<file path="src/rtl/usb_keyboard_report_decoder.sv">
// usb_keyboard_report_decoder: diffs each boot-keyboard report against the last committed one and emits press/release events
module usb_keyboard_report_decoder #(
  parameter MOD_EVENTS = "TRUE"
) (
  input  logic       clk,
  input  logic       rstn,
  input  logic       rpt_sot,
  input  logic [7:0] rpt_data,
  input  logic       rpt_valid,
  output logic       evt_valid,
  input  logic       evt_ready,
  output logic       evt_press,
  output logic [7:0] evt_code,
  output logic [7:0] modifiers,
  output logic       busy,
  output logic       report_done,
  output logic       err_rollover,
  output logic       err_overrun
);
  typedef enum logic [2:0] {S_IDLE, S_MOD, S_REL, S_PRS, S_COMMIT} state_t;
  localparam logic MOD_EN = (MOD_EVENTS == "TRUE");
  state_t     state_q, state_d;
  logic [2:0] step_q, step_d;
  logic [3:0] cnt_q, cnt_d;
  logic [7:0] nmod_q, mod_q;
  logic [7:0] nk_q [6];
  logic [7:0] ok_q [6];
  logic       evt_valid_q, evt_valid_d, evt_press_q, evt_press_d;
  logic [7:0] evt_code_q, evt_code_d;
  logic       done_q, roll_q, ovr_q;
  logic [3:0] idx;
  logic       take, last, roll;
  logic [7:0] old_k, new_k, code;
  logic       rel_ev, prs_ev, has, press, adv, last_step;

  assign busy         = state_q != S_IDLE;
  assign evt_valid    = evt_valid_q;
  assign evt_press    = evt_press_q;
  assign evt_code     = evt_code_q;
  assign modifiers    = mod_q;
  assign report_done  = done_q;
  assign err_rollover = roll_q;
  assign err_overrun  = ovr_q;

  // byte indexing: sot restarts at byte0, accepted bytes advance, byte7 acceptance triggers the rollover test
  always_comb begin
    idx = rpt_sot ? 4'd0 : cnt_q;
    take = rpt_valid && !busy && !idx[3];
    last = take && idx == 4'd7;
    cnt_d = take ? idx + 4'd1 : idx;
    roll = rpt_data == 8'h01;
    for (int i = 0; i < 5; i++) roll = roll || nk_q[i] == 8'h01;
  end

  // qualify the current slot: releases skip keys still held or already released, presses skip keys already down
  always_comb begin
    old_k = 8'd0;
    new_k = 8'd0;
    for (int j = 0; j < 6; j++) begin
      if (3'(j) == step_q) begin
        old_k = ok_q[j];
        new_k = nk_q[j];
      end
    end
    rel_ev = old_k != 8'd0;
    prs_ev = new_k != 8'd0;
    for (int j = 0; j < 6; j++) begin
      if (nk_q[j] == old_k || (3'(j) < step_q && ok_q[j] == old_k)) rel_ev = 1'b0;
      if (ok_q[j] == new_k || (3'(j) < step_q && nk_q[j] == new_k)) prs_ev = 1'b0;
    end
  end

  // scan sequencing and event output register; an event step waits for a free output slot
  always_comb begin
    has = state_q == S_MOD ? nmod_q[step_q] != mod_q[step_q] : state_q == S_REL ? rel_ev : state_q == S_PRS && prs_ev;
    press = state_q == S_MOD ? nmod_q[step_q] : state_q == S_PRS;
    code = state_q == S_MOD ? {5'b11100, step_q} : state_q == S_REL ? old_k : new_k;
    adv = !has || !evt_valid_q || evt_ready;
    last_step = step_q == (state_q == S_MOD ? 3'd7 : 3'd5);
    state_d = state_q;
    step_d = step_q;
    evt_valid_d = evt_valid_q && !evt_ready;
    evt_press_d = evt_press_q;
    evt_code_d = evt_code_q;
    if (has && adv) begin
      evt_valid_d = 1'b1;
      evt_press_d = press;
      evt_code_d = code;
    end
    case (state_q)
      S_IDLE: if (last && !roll) state_d = MOD_EN ? S_MOD : S_REL;
      S_MOD, S_REL, S_PRS: begin
        if (adv) begin
          step_d = last_step ? 3'd0 : step_q + 3'd1;
          if (last_step) state_d = state_q == S_MOD ? S_REL : state_q == S_REL ? S_PRS : S_COMMIT;
        end
      end
      default: state_d = S_IDLE;
    endcase
  end

  // control, handshake and status pulse registers
  always_ff @(posedge clk or negedge rstn) begin
    if (!rstn) begin
      state_q <= S_IDLE;
      step_q <= 3'd0;
      cnt_q <= 4'd0;
      evt_valid_q <= 1'b0;
      evt_press_q <= 1'b0;
      evt_code_q <= 8'd0;
      done_q <= 1'b0;
      roll_q <= 1'b0;
      ovr_q <= 1'b0;
    end else begin
      state_q <= state_d;
      step_q <= step_d;
      cnt_q <= cnt_d;
      evt_valid_q <= evt_valid_d;
      evt_press_q <= evt_press_d;
      evt_code_q <= evt_code_d;
      done_q <= state_q == S_COMMIT;
      roll_q <= last && roll;
      ovr_q <= rpt_valid && busy;
    end
  end

  // incoming report capture and the committed key/modifier state it is diffed against
  always_ff @(posedge clk or negedge rstn) begin
    if (!rstn) begin
      nmod_q <= 8'd0;
      mod_q <= 8'd0;
      for (int i = 0; i < 6; i++) begin
        nk_q[i] <= 8'd0;
        ok_q[i] <= 8'd0;
      end
    end else begin
      if (take && idx == 4'd0) nmod_q <= rpt_data;
      for (int i = 0; i < 6; i++) if (take && idx == 4'(i + 2)) nk_q[i] <= rpt_data;
      if (state_q == S_COMMIT) begin
        mod_q <= nmod_q;
        ok_q <= nk_q;
      end
    end
  end
endmodule

</file>
<file path="config.mk">
export PLATFORM = sky130hd
export DESIGN_NAME = usb_keyboard_report_decoder
export DESIGN_NICKNAME = d
export VERILOG_FILES = /design/src/rtl/usb_keyboard_report_decoder.sv
export SDC_FILE = /design/constraint.sdc
export NUM_CORES = 1
export LEC_CHECK = 0
export BUFFER_PORTS_ARGS = -buffer_cell sky130_fd_sc_hd__buf_2
export CAP_MARGIN = 20
export CORE_UTILIZATION = 55
export CTS_CLUSTER_SIZE = 10
export DETAILED_ROUTE_END_ITERATION = 8
export PLACE_DENSITY = 0.8
export SYNTH_ARGS = -nofsm -noshare
export SYNTH_HDL_FRONTEND = slang
export SYNTH_SLANG_ARGS = --single-unit
</file>
<file path="constraint.sdc">
create_clock -name clk -period 4.4 [get_ports clk]
set_input_delay 0.66 -clock clk [delete_from_list [all_inputs] [get_ports clk]]
set_output_delay 0.66 -clock clk [all_outputs]
set_load 0.01 [all_outputs]
</file>
# Word-level counts from Yosys, hierarchy flattened
# Index checks and enable logic that the tools add are counted.
[word_totals]
register_bits = 135
in_bits = 13
output_inout_bits = 22
word_cells = 187
[op_classes]
addsub = 2
n_lt_le_gt_ge = 7
n_eq_ne = 50
mux = 44
n_reduce_logical = 61
[ops]
columns = ["op", "n"]
rows = [
  ["8-bit == test", 24],
  ["8-bit 2-to-1 mux", 14],
  ["8-bit by 1-bit == test with 1-bit output, second input constant", 6],
  ["1-bit logical AND", 27],
  ["1-bit logical OR", 19],
  ["1-bit 2-to-1 mux", 18],
  ["3-bit 2-to-1 mux", 6],
  ["4-bit by 3-bit == test with 1-bit output, second input constant", 4],
  ["8-bit nonzero test", 2],
  ["4-bit by 2-bit == test with 1-bit output, second input constant", 2],
  ["4-bit 2-to-1 mux", 2],
  ["1-bit binary-select mux with 3-bit select", 2],
  ["2-bit by 3-bit == test with 1-bit output, first input constant", 2],
  ["3-bit by 2-bit == test with 1-bit output, second input constant", 2],
  ["3-bit == test, first input constant", 2],
  ["1-bit logical NOT", 6],
  ["3-bit logical NOT", 2],
  ["1-bit by 3-bit less-than comparator with 1-bit output, first input constant", 2],
  ["2-bit by 3-bit less-than comparator with 1-bit output, first input constant", 2],
  ["3-bit less-than comparator, first input constant", 2],
  ["2-bit inequality test, second input constant", 3],
  ["3-bit case mux with 2 select lines", 1],
  ["4-bit by 1-bit adder with 4-bit output, second input constant", 1],
  ["4-bit logical NOT", 1],
  ["12 further kinds", 12],
]

# Logic depth before layout (Yosys ltp)
# Gate-level depths: netlist of the first run.
[depth]
ltp_word = 24
mapped_depth = 22
depth_no_buf = 13

# Worst setup path before layout of the first run
# No wires, ideal clock.
[synth_path]
kind = "register to register"
from = "register step_q[0]"
to = "register state_q[1]"
setup_ns = 0.087
t_arrival_ns = 4.499
required_ns = 4.313
setup_slack_ns = -0.186
stages_incl_launch_ff = 21
path_buffers = 7
period_less_slack_ns = 4.586
path_cell_list = "dfrtp_1 > buf_4 > buf_6 > buf_2 > buf_2 > buf_2 > inv_1 > ha_1 > nor2b_1 > and3_1 > o32a_1 > or2_2 > clkbuf_2 > buf_4 > xnor2_1 > nand4_1 > nor3_1 > or4_4 > o32a_4 > or4_1 > o211ai_1"
[synth_between]
elab_chain_cells = 24
word_cells_on_any_way = 101
classes_between = "order compare (6); eq/ne (33); mux (30); reduce/logical (32)"
[synth_rtl]
columns = ["item", "line", "source"]
rows = [
  ["start: declaration", "23", "logic [2:0] step_q, step_d;"],
  ["start signal: assignment", "116", "step_q <= step_d;"],
  ["3-bit logical NOT", "60", "if (3'(j) == step_q) begin"],
  ["8-bit 2-to-1 mux (6 in series)", "60", ""],
  ["8-bit == test", "69", "if (ok_q[j] == new_k || (3'(j) < step_q && nk_q[j] == new_k)) prs_ev = 1'b0;"],
  ["1-bit logical AND", "69", ""],
  ["1-bit logical OR", "69", ""],
  ["1-bit 2-to-1 mux (6 in series)", "69", ""],
  ["1-bit logical AND", "75", "has = state_q == S_MOD ? nmod_q[step_q] != mod_q[step_q] : state_q == S_REL ? rel_ev : state_q == S_PRS && prs ..."],
  ["1-bit 2-to-1 mux (2 in series)", "75", ""],
  ["1-bit logical NOT", "78", "adv = !has || !evt_valid_q || evt_ready;"],
  ["1-bit logical OR (2 in series)", "78", ""],
  ["2-bit inequality test (no source line)", "--", ""],
  ["3-bit AND reduction (no source line) *", "--", ""],
  ["end signal: assignment", "115", "state_q <= state_d;"],
  ["end: declaration", "22", "state_t state_q, state_d;"],
]
# Mark *: on every way between the ends. The rest lies on a longest branch, timed or not. The select of a mux whose other input is x is not followed.
# A chain may end at the register's enable or synchronous reset.

# Worst setup path after layout of the first run
[layout_path]
from = "register step_q[0]"
to = "register evt_press_q, in the netlist evt_press"
[layout_between]
elab_chain_cells = 23
word_cells_on_any_way = 99
classes_between = "order compare (6); eq/ne (30); mux (31); reduce/logical (32)"
[layout_rtl]
columns = ["item", "line", "source"]
rows = [
  ["3-bit logical NOT", "60", ""],
  ["8-bit 2-to-1 mux (6 in series)", "60", ""],
  ["8-bit == test", "69", ""],
  ["1-bit logical AND", "69", ""],
  ["1-bit logical OR", "69", ""],
  ["1-bit 2-to-1 mux (6 in series)", "69", ""],
  ["1-bit logical AND", "75", ""],
  ["1-bit 2-to-1 mux (2 in series)", "75", ""],
  ["1-bit logical NOT", "78", ""],
  ["1-bit logical OR (2 in series)", "78", ""],
  ["1-bit logical AND", "85", "if (has && adv) begin"],
  ["end signal: assignment", "119", "evt_press_q <= evt_press_d;"],
  ["end: declaration", "28", "logic evt_valid_q, evt_valid_d, evt_press_q, evt_press_d;"],
]
# Parallel ways exist; a longest one is shown, timed or not. The select of a mux whose other input is x is not followed.

==> metrics.txt, run 1 <==
status=complete, no violations; critical path launch point=step_q[0]; clk_skew=between 0.01 and 0.015 ns; Slew headroom=about two fifths; drt pass-1 iters=8; Ys Warns=0; Sw Pwr=4690 uW; Seq pwr share=18.4%; Achievable Freq=228 MHz; Top FF cell, synth=dfrtp_1; DIE AREA=just over 0.02 mm^2; Final Critical Period=4.39 ns; fin. max-slew vios=0; Worst Hold Class=primary input to async pin; fin nets=1249; WP data arrival=4.71 ns; TritonCTS Buffers=17; Core Rows=50; RSZ-0062 raised after global routing=no; share of layout cells above drive strength 1=roughly 27%; Distinct cells, synth=89; Hold Buf Count CTS=0; clk_lat worst skew=0.43 ns; placed insts=1470; Die X=roughly 140 um; Syn Area/Cell=9.17 um^2; P_int=4720 uW; Fillers=1598; Core Area=0.0190 mm^2; synthesized instance count=1173; syn nets=1193; # setup viols final=0; Pwr Total=9410 uW; area of the multi-input gates=0.00694 mm^2; DR vias=roughly 11000; number of synthesized register bits=135; Initial Util=56.8%; post-synthesis sequential area ratio=roughly a third; Pwr Density=768 mW/mm^2; Vert. Die Dim=142 um; drt total wl=about 46000 um; Lkg Pwr=0.00553 uW; combinational power share=between 60 and 70%; RePlAce Congestion=1.13; CTS tree=yes; clk buf depth=2; Worst Tran Pin Value=0.917 ns; Placed Area=0.0116 mm^2; asr flop ratio synth=100%; I/O Pins=35; Post-synth EDFFs=0; Worst Path Required=~4.7 ns; CP Class=flop to flop; Routed wire per std cell=30.7 um; vias in the first global route=10400; max_cap viols=0; reg2reg start=step_q[0]; setup bufs post-CTS=0; Clock Sink Count=135; largest net degree at the start of global routing=66; CP startpoint kind=flop; Peak VDD IR=374 uV; first-pass GRT wire length=67700 um; crit-path max FO=11; H-tree levels=4; Routed Antenna Nets=0; Area Growth Syn to Fin=14.0%; non-filler cells, final=1502; detailed placer's ending HPWL=33400 um; Min Hold Slack=0.241 ns; commonest non-fill, non-tap cell in the layout=dfrtp_1; all-layer global routing usage=46.9%; GRT overflow=0; Starting DRT DRC Count=1701; final count of hold timing violations=0; initial antenna violation count=0; clk slew on worst S/H paths=~0.07 ns; Clock Power Share=15.9%; final instance area=0.0123 mm^2; most frequent cells in the layout=133 x dfrtp_1, 115 x mux2_2, 92 x buf_4; PortBufs=34; fin crit share=99.8%; Switching Share=49.8%; Vias/cell=7.30; drt drc=0; diodes inserted=0; register area=0.00338 mm^2; CP Capture Type=flop; cell area after synthesis=0.0108 mm^2; clk root buf=clkbuf_16
==> final timing paths <==
path	to	slack, ns	depth (start not counted)
max in group asynchronous	evt_code[0]	3.17	2
min	ok_q[37]	0.24	1
max	evt_press	0.01	15
min reg2reg	evt_code[3]	0.50	1
max reg2reg	evt_press	0.01	15
min in group clk	err_overrun	0.49	2
==> power by group through the flow <==
stage	logic, uW	clock network (uW)	registers [uW]
after floorplan	3940	0	1600
after global placement	5720	0	1710
after detailed placement	5760	0	1720
after CTS	5800	1500	1700
after global routing	6470	1550	1730
final	6190	1490	1730
==> cells in the mapped netlist, types with 7 or more instances <==
cell type  instances  area [um^2]
dfrtp_1          135         3380
mux2_2           115         1290
nand2_1           85          319
xnor2_1           65          569
o21ai_0           58          290
clkbuf_1          50          188
xor2_1            43          377
nor3_1            37          185
a21oi_1           36          180
nor2_1            32          120
nand3_1           30          150
nor4_1            24          150
or3_1             24          150
inv_1             22         82.6
nor2b_1           22          138
and3_1            21          131
o211ai_1          20          150
buf_2             18         90.1
o22ai_1           18          113
nand2b_1          17          106
nand3b_1          17          128
a21boi_0          12         90.1
and2_1            12         75.1
buf_4             11         82.6
a22oi_1           10         75.1
a311o_1           10          100
mux2i_1           10          100
nand4_1           10         62.6
or4_1             10         75.1
a211oi_1           9         67.6
nor3b_1            9         67.6
a22o_1             8         70.1
buf_6              8         90.1
o32ai_1            8         70.1
a31oi_1            7         43.8
and4b_1            7         70.1
ha_1               7         87.6
==> cell families (layout without fill, tap and decap cells) <==
group / Yosys count / count (layout) / share of synthesized area (%)
XOR/XNOR: 108 / 108 / 8.79
AO/OA/AOI/OAI: 286 / 286 / 19.3
flip-flops: 135 / 135 / 31.4
AND/OR/NAND/NOR: 392 / 392 / 20.8
multiplexers: 129 / 129 / 13.7
adder cells (fa/ha/maj): 7 / 7 / 0.814
buffers and inverters: 116 / 185 / 5.21
==> flip-flops by register name, indices dropped and copies added (netlist names) <==
| signal | cells |
|---|---|
| evt_code | 8 |
| report_done | 1 |
| nk_q | 48 |
| cnt_q | 4 |
| err_rollover | 1 |
| err_overrun | 1 |
| evt_press | 1 |
| nmod_q | 8 |
| step_q | 3 |
| ok_q | 48 |
| modifiers | 8 |
| state_q | 3 |
| evt_valid | 1 |
==> routing by layer <==
layer	up-vias	share of wire, %	track usage, %
li1	4519	-	-
met1	5233	37	61.9
met2	938	41	66.4
met3	272	15	15.9
met4	0	6.8	27.3
met5	-	0	0
==> timing repair <==
action,in CTS,in global routing
resized for setup,3,30
pin swaps,0,2
endpoints found under the setup margin,12,16
hold endpoints to repair,0,0
==> per-stage QoR <==
stage,util (%),worst slack [ns],TNS (ns)
after floorplan,-,0.0236,0
after global placement,61.0,-0.151,-0.735
after detailed placement,61.0,-0.167,-1.03
after CTS,64.1,0.0153,0
after global routing,64.7,0.00251,0
final,64.7,0.0103,0
==> critical path, cell delays in order, from the launching register on <==
cell	delay, ns
dfrtp_2	0.37
inv_1	0.06
buf_4	0.13
ha_1	0.23
buf_4	0.18
nor2b_2	0.21
and3_1	0.21
o32a_2	0.50
or3_1	0.40
a2111oi_1	0.58
and4_1	0.30
a2111oi_2	0.06
nand4_1	0.28
nand2_1	0.15
nand3_2	0.22
mux2_2	0.38
==> final cells by class <==
cell class                 instances  share of cell area, %
multi-input combinational        922                   56.6
sequential                       135                   27.6
timing repair buffer             131                   7.76
inverter                          22                  0.673
clock buffer                      18                   3.50
tap                              260                   2.65
clock inverter                    14                   1.28
(Power assumes the default switching activity.)
==> inputs of run 2 (changes only) <==
--- a/config.mk
+++ b/config.mk
@@ -7,6 +7,7 @@
 export LEC_CHECK = 0
 export BUFFER_PORTS_ARGS = -buffer_cell sky130_fd_sc_hd__buf_2
 export CAP_MARGIN = 20
+export CORE_ASPECT_RATIO = 0.5
 export CORE_UTILIZATION = 55
 export CTS_CLUSTER_SIZE = 10
 export DETAILED_ROUTE_END_ITERATION = 8
==> metrics.txt, run 2 (synthesized netlist as in run 1, its figures left out) <==
Pwr Total=around 10000 uW; Starting DRT DRC Count=between 2000 and 2500; Max stage delay on crit path=0.55 ns; Slew headroom=a little over a third; CP Class=flop to flop; fin. max-slew vios=0; initial antenna violation count=3; failing checks=design-rule violations, negative setup slack; Final Critical Period=approximately 4.4 ns; H-tree levels=4; PortBufs=34; fin crit share=100%; max_cap viols=0; Die X=~200 um; biggest regs=nk_q: 48 flops, ok_q: 48 flops; vias in the first global route=10600; clk_lat worst skew=~0.46 ns; CP top delay family=simple AND/OR/NAND/NOR gates; Routed Antenna Nets=0; met3 WL=8890 um; Core Area=0.0188 mm^2; Achievable Freq=~230 MHz; all-layer global routing usage=51.3%; worst setup margin=-0.00694 ns; Worst Tran Pin Value=0.972 ns; CP Capture Type=flop; RePlAce Congestion=1.15; final count of hold timing violations=0; TritonCTS Buffers=17; CTS tree=yes; clk slew on worst S/H paths=0.07 ns; WP data arrival=4.78 ns; met1 WL=19300 um; commonest non-fill, non-tap cell in the layout=dfrtp_1; GRT overflow=0; clk root buf=clkbuf_16; setup bufs post-CTS=0; status=finished with violations; Clock Sink Count=around 140; DR vias=11300; drt drc=13; Vert. Die Dim=101 um; first-pass GRT wire length=between 70000 and 80000 um; Core Rows=35; DR top layer=met5; met2 WL=19000 um; Vias/cell=7.39; fin nets=1278; share of layout cells above drive strength 1=around 28%; Peak VDD IR=593 uV; final core occ=66.4%; largest net degree at the start of global routing=about 100; clk buf depth=2; I/O Pins=35; # setup viols final=1; Worst Path Buf+Inv=1; Worst Hold Class=primary input to async pin; CP startpoint kind=flop; clk_skew=0.0143 ns; Hold Buf Count CTS=0; Pwr Density=808 mW/mm^2; CP cell instances=inv_1 -> ha_1 -> nor2b_2 -> and3_1 -> o32a_1 -> or2_2 -> xor2_1 -> nor4_1 -> a311o_1 -> nand4b_4 -> o32a_4 -> or4_1 -> o211ai_1; Min Hold Slack=~0.34 ns; Lkg Pwr=0.00567 uW; crit-path max FO=12; drt pass-1 iters=9; Routed wire per std cell=32.7 um; detailed placer's ending HPWL=~36000 um; Initial Util=57.3%; Worst Path Required=4.77 ns; Area Growth Syn to Fin=15.9%; most frequent cells in the layout=134 x dfrtp_1, 116 x buf_4, 115 x mux2_2; drt total wl=around 50000 um; CP max-delay cell=nor2b_2; DIE AREA=0.0202 mm^2
==> run 2: cell types whose count changed in the layout (fill, tap and decap cells not counted), sizes merged <==
cell	change
diode	+1
inv	-2
clkbuf	-1
clkinv	+2
buf	+30
==> run 2: report_power, final <==
part / leakage, uW / switching (uW) / total [uW] / internal [uW]
combinational: 0.00357 / 4110 / 6900 / 2790
clock: 0.000274 / 649 / 1440 / 790
sequential: 0.00182 / 308 / 1740 / 1430
==> run 2: through the flow <==
step / instances / TNS (ns) / worst slack [ns] / cell area (um^2)
after floorplan: 1173 / 0 / 0.0236 / 10800
after global placement: 1498 / 0 / 0.0518 / 11900
after detailed placement: 1498 / 0 / 0.0337 / 11900
after CTS: 1530 / 0 / 0.0526 / 12400
after global routing: 1530 / -0.0193 / -0.00948 / 12500
final: 1531 / -0.00694 / -0.00694 / 12500
==> run 2: layout make-up <==
cell class	instances	area, um^2
multi-input cells	922	6880
fillers	1506	6320
flip-flops and latches	135	3380
repair buffers	160	1240
clock buffers	18	429
well taps	259	324
clock inverters	14	136
inverters	22	82.6
diodes	1	2.50
==> run 2: path summary, 6_finish.rpt <==
kind | from | to | slack [ns] | depth (start not counted)
min reg2reg | evt_press | evt_press | 0.50 | 1
min in group clk | rpt_valid | err_overrun | 0.45 | 2
max in group asynchronous | rstn | ok_q[33] | 2.95 | 2
min | rstn | nk_q[16] | 0.34 | 1
max | step_q[1] | state_q[1] | -0.007 | 13
max reg2reg | step_q[1] | state_q[1] | -0.007 | 13
==> run 2: timing repair <==
item	in CTS	in global routing
setup endpoints to repair	7	16
resized for setup	1	14
pin swaps	0	0
==> run 2: routing by layer <==
layer | vias to the layer above | GRT usage (%)
met2 | 1071 | 67.1
met3 | 240 | 24.4
met1 | 5411 | 69.5
li1 | 4585 | -
met5 | - | 3.46
met4 | 6 | 25.0
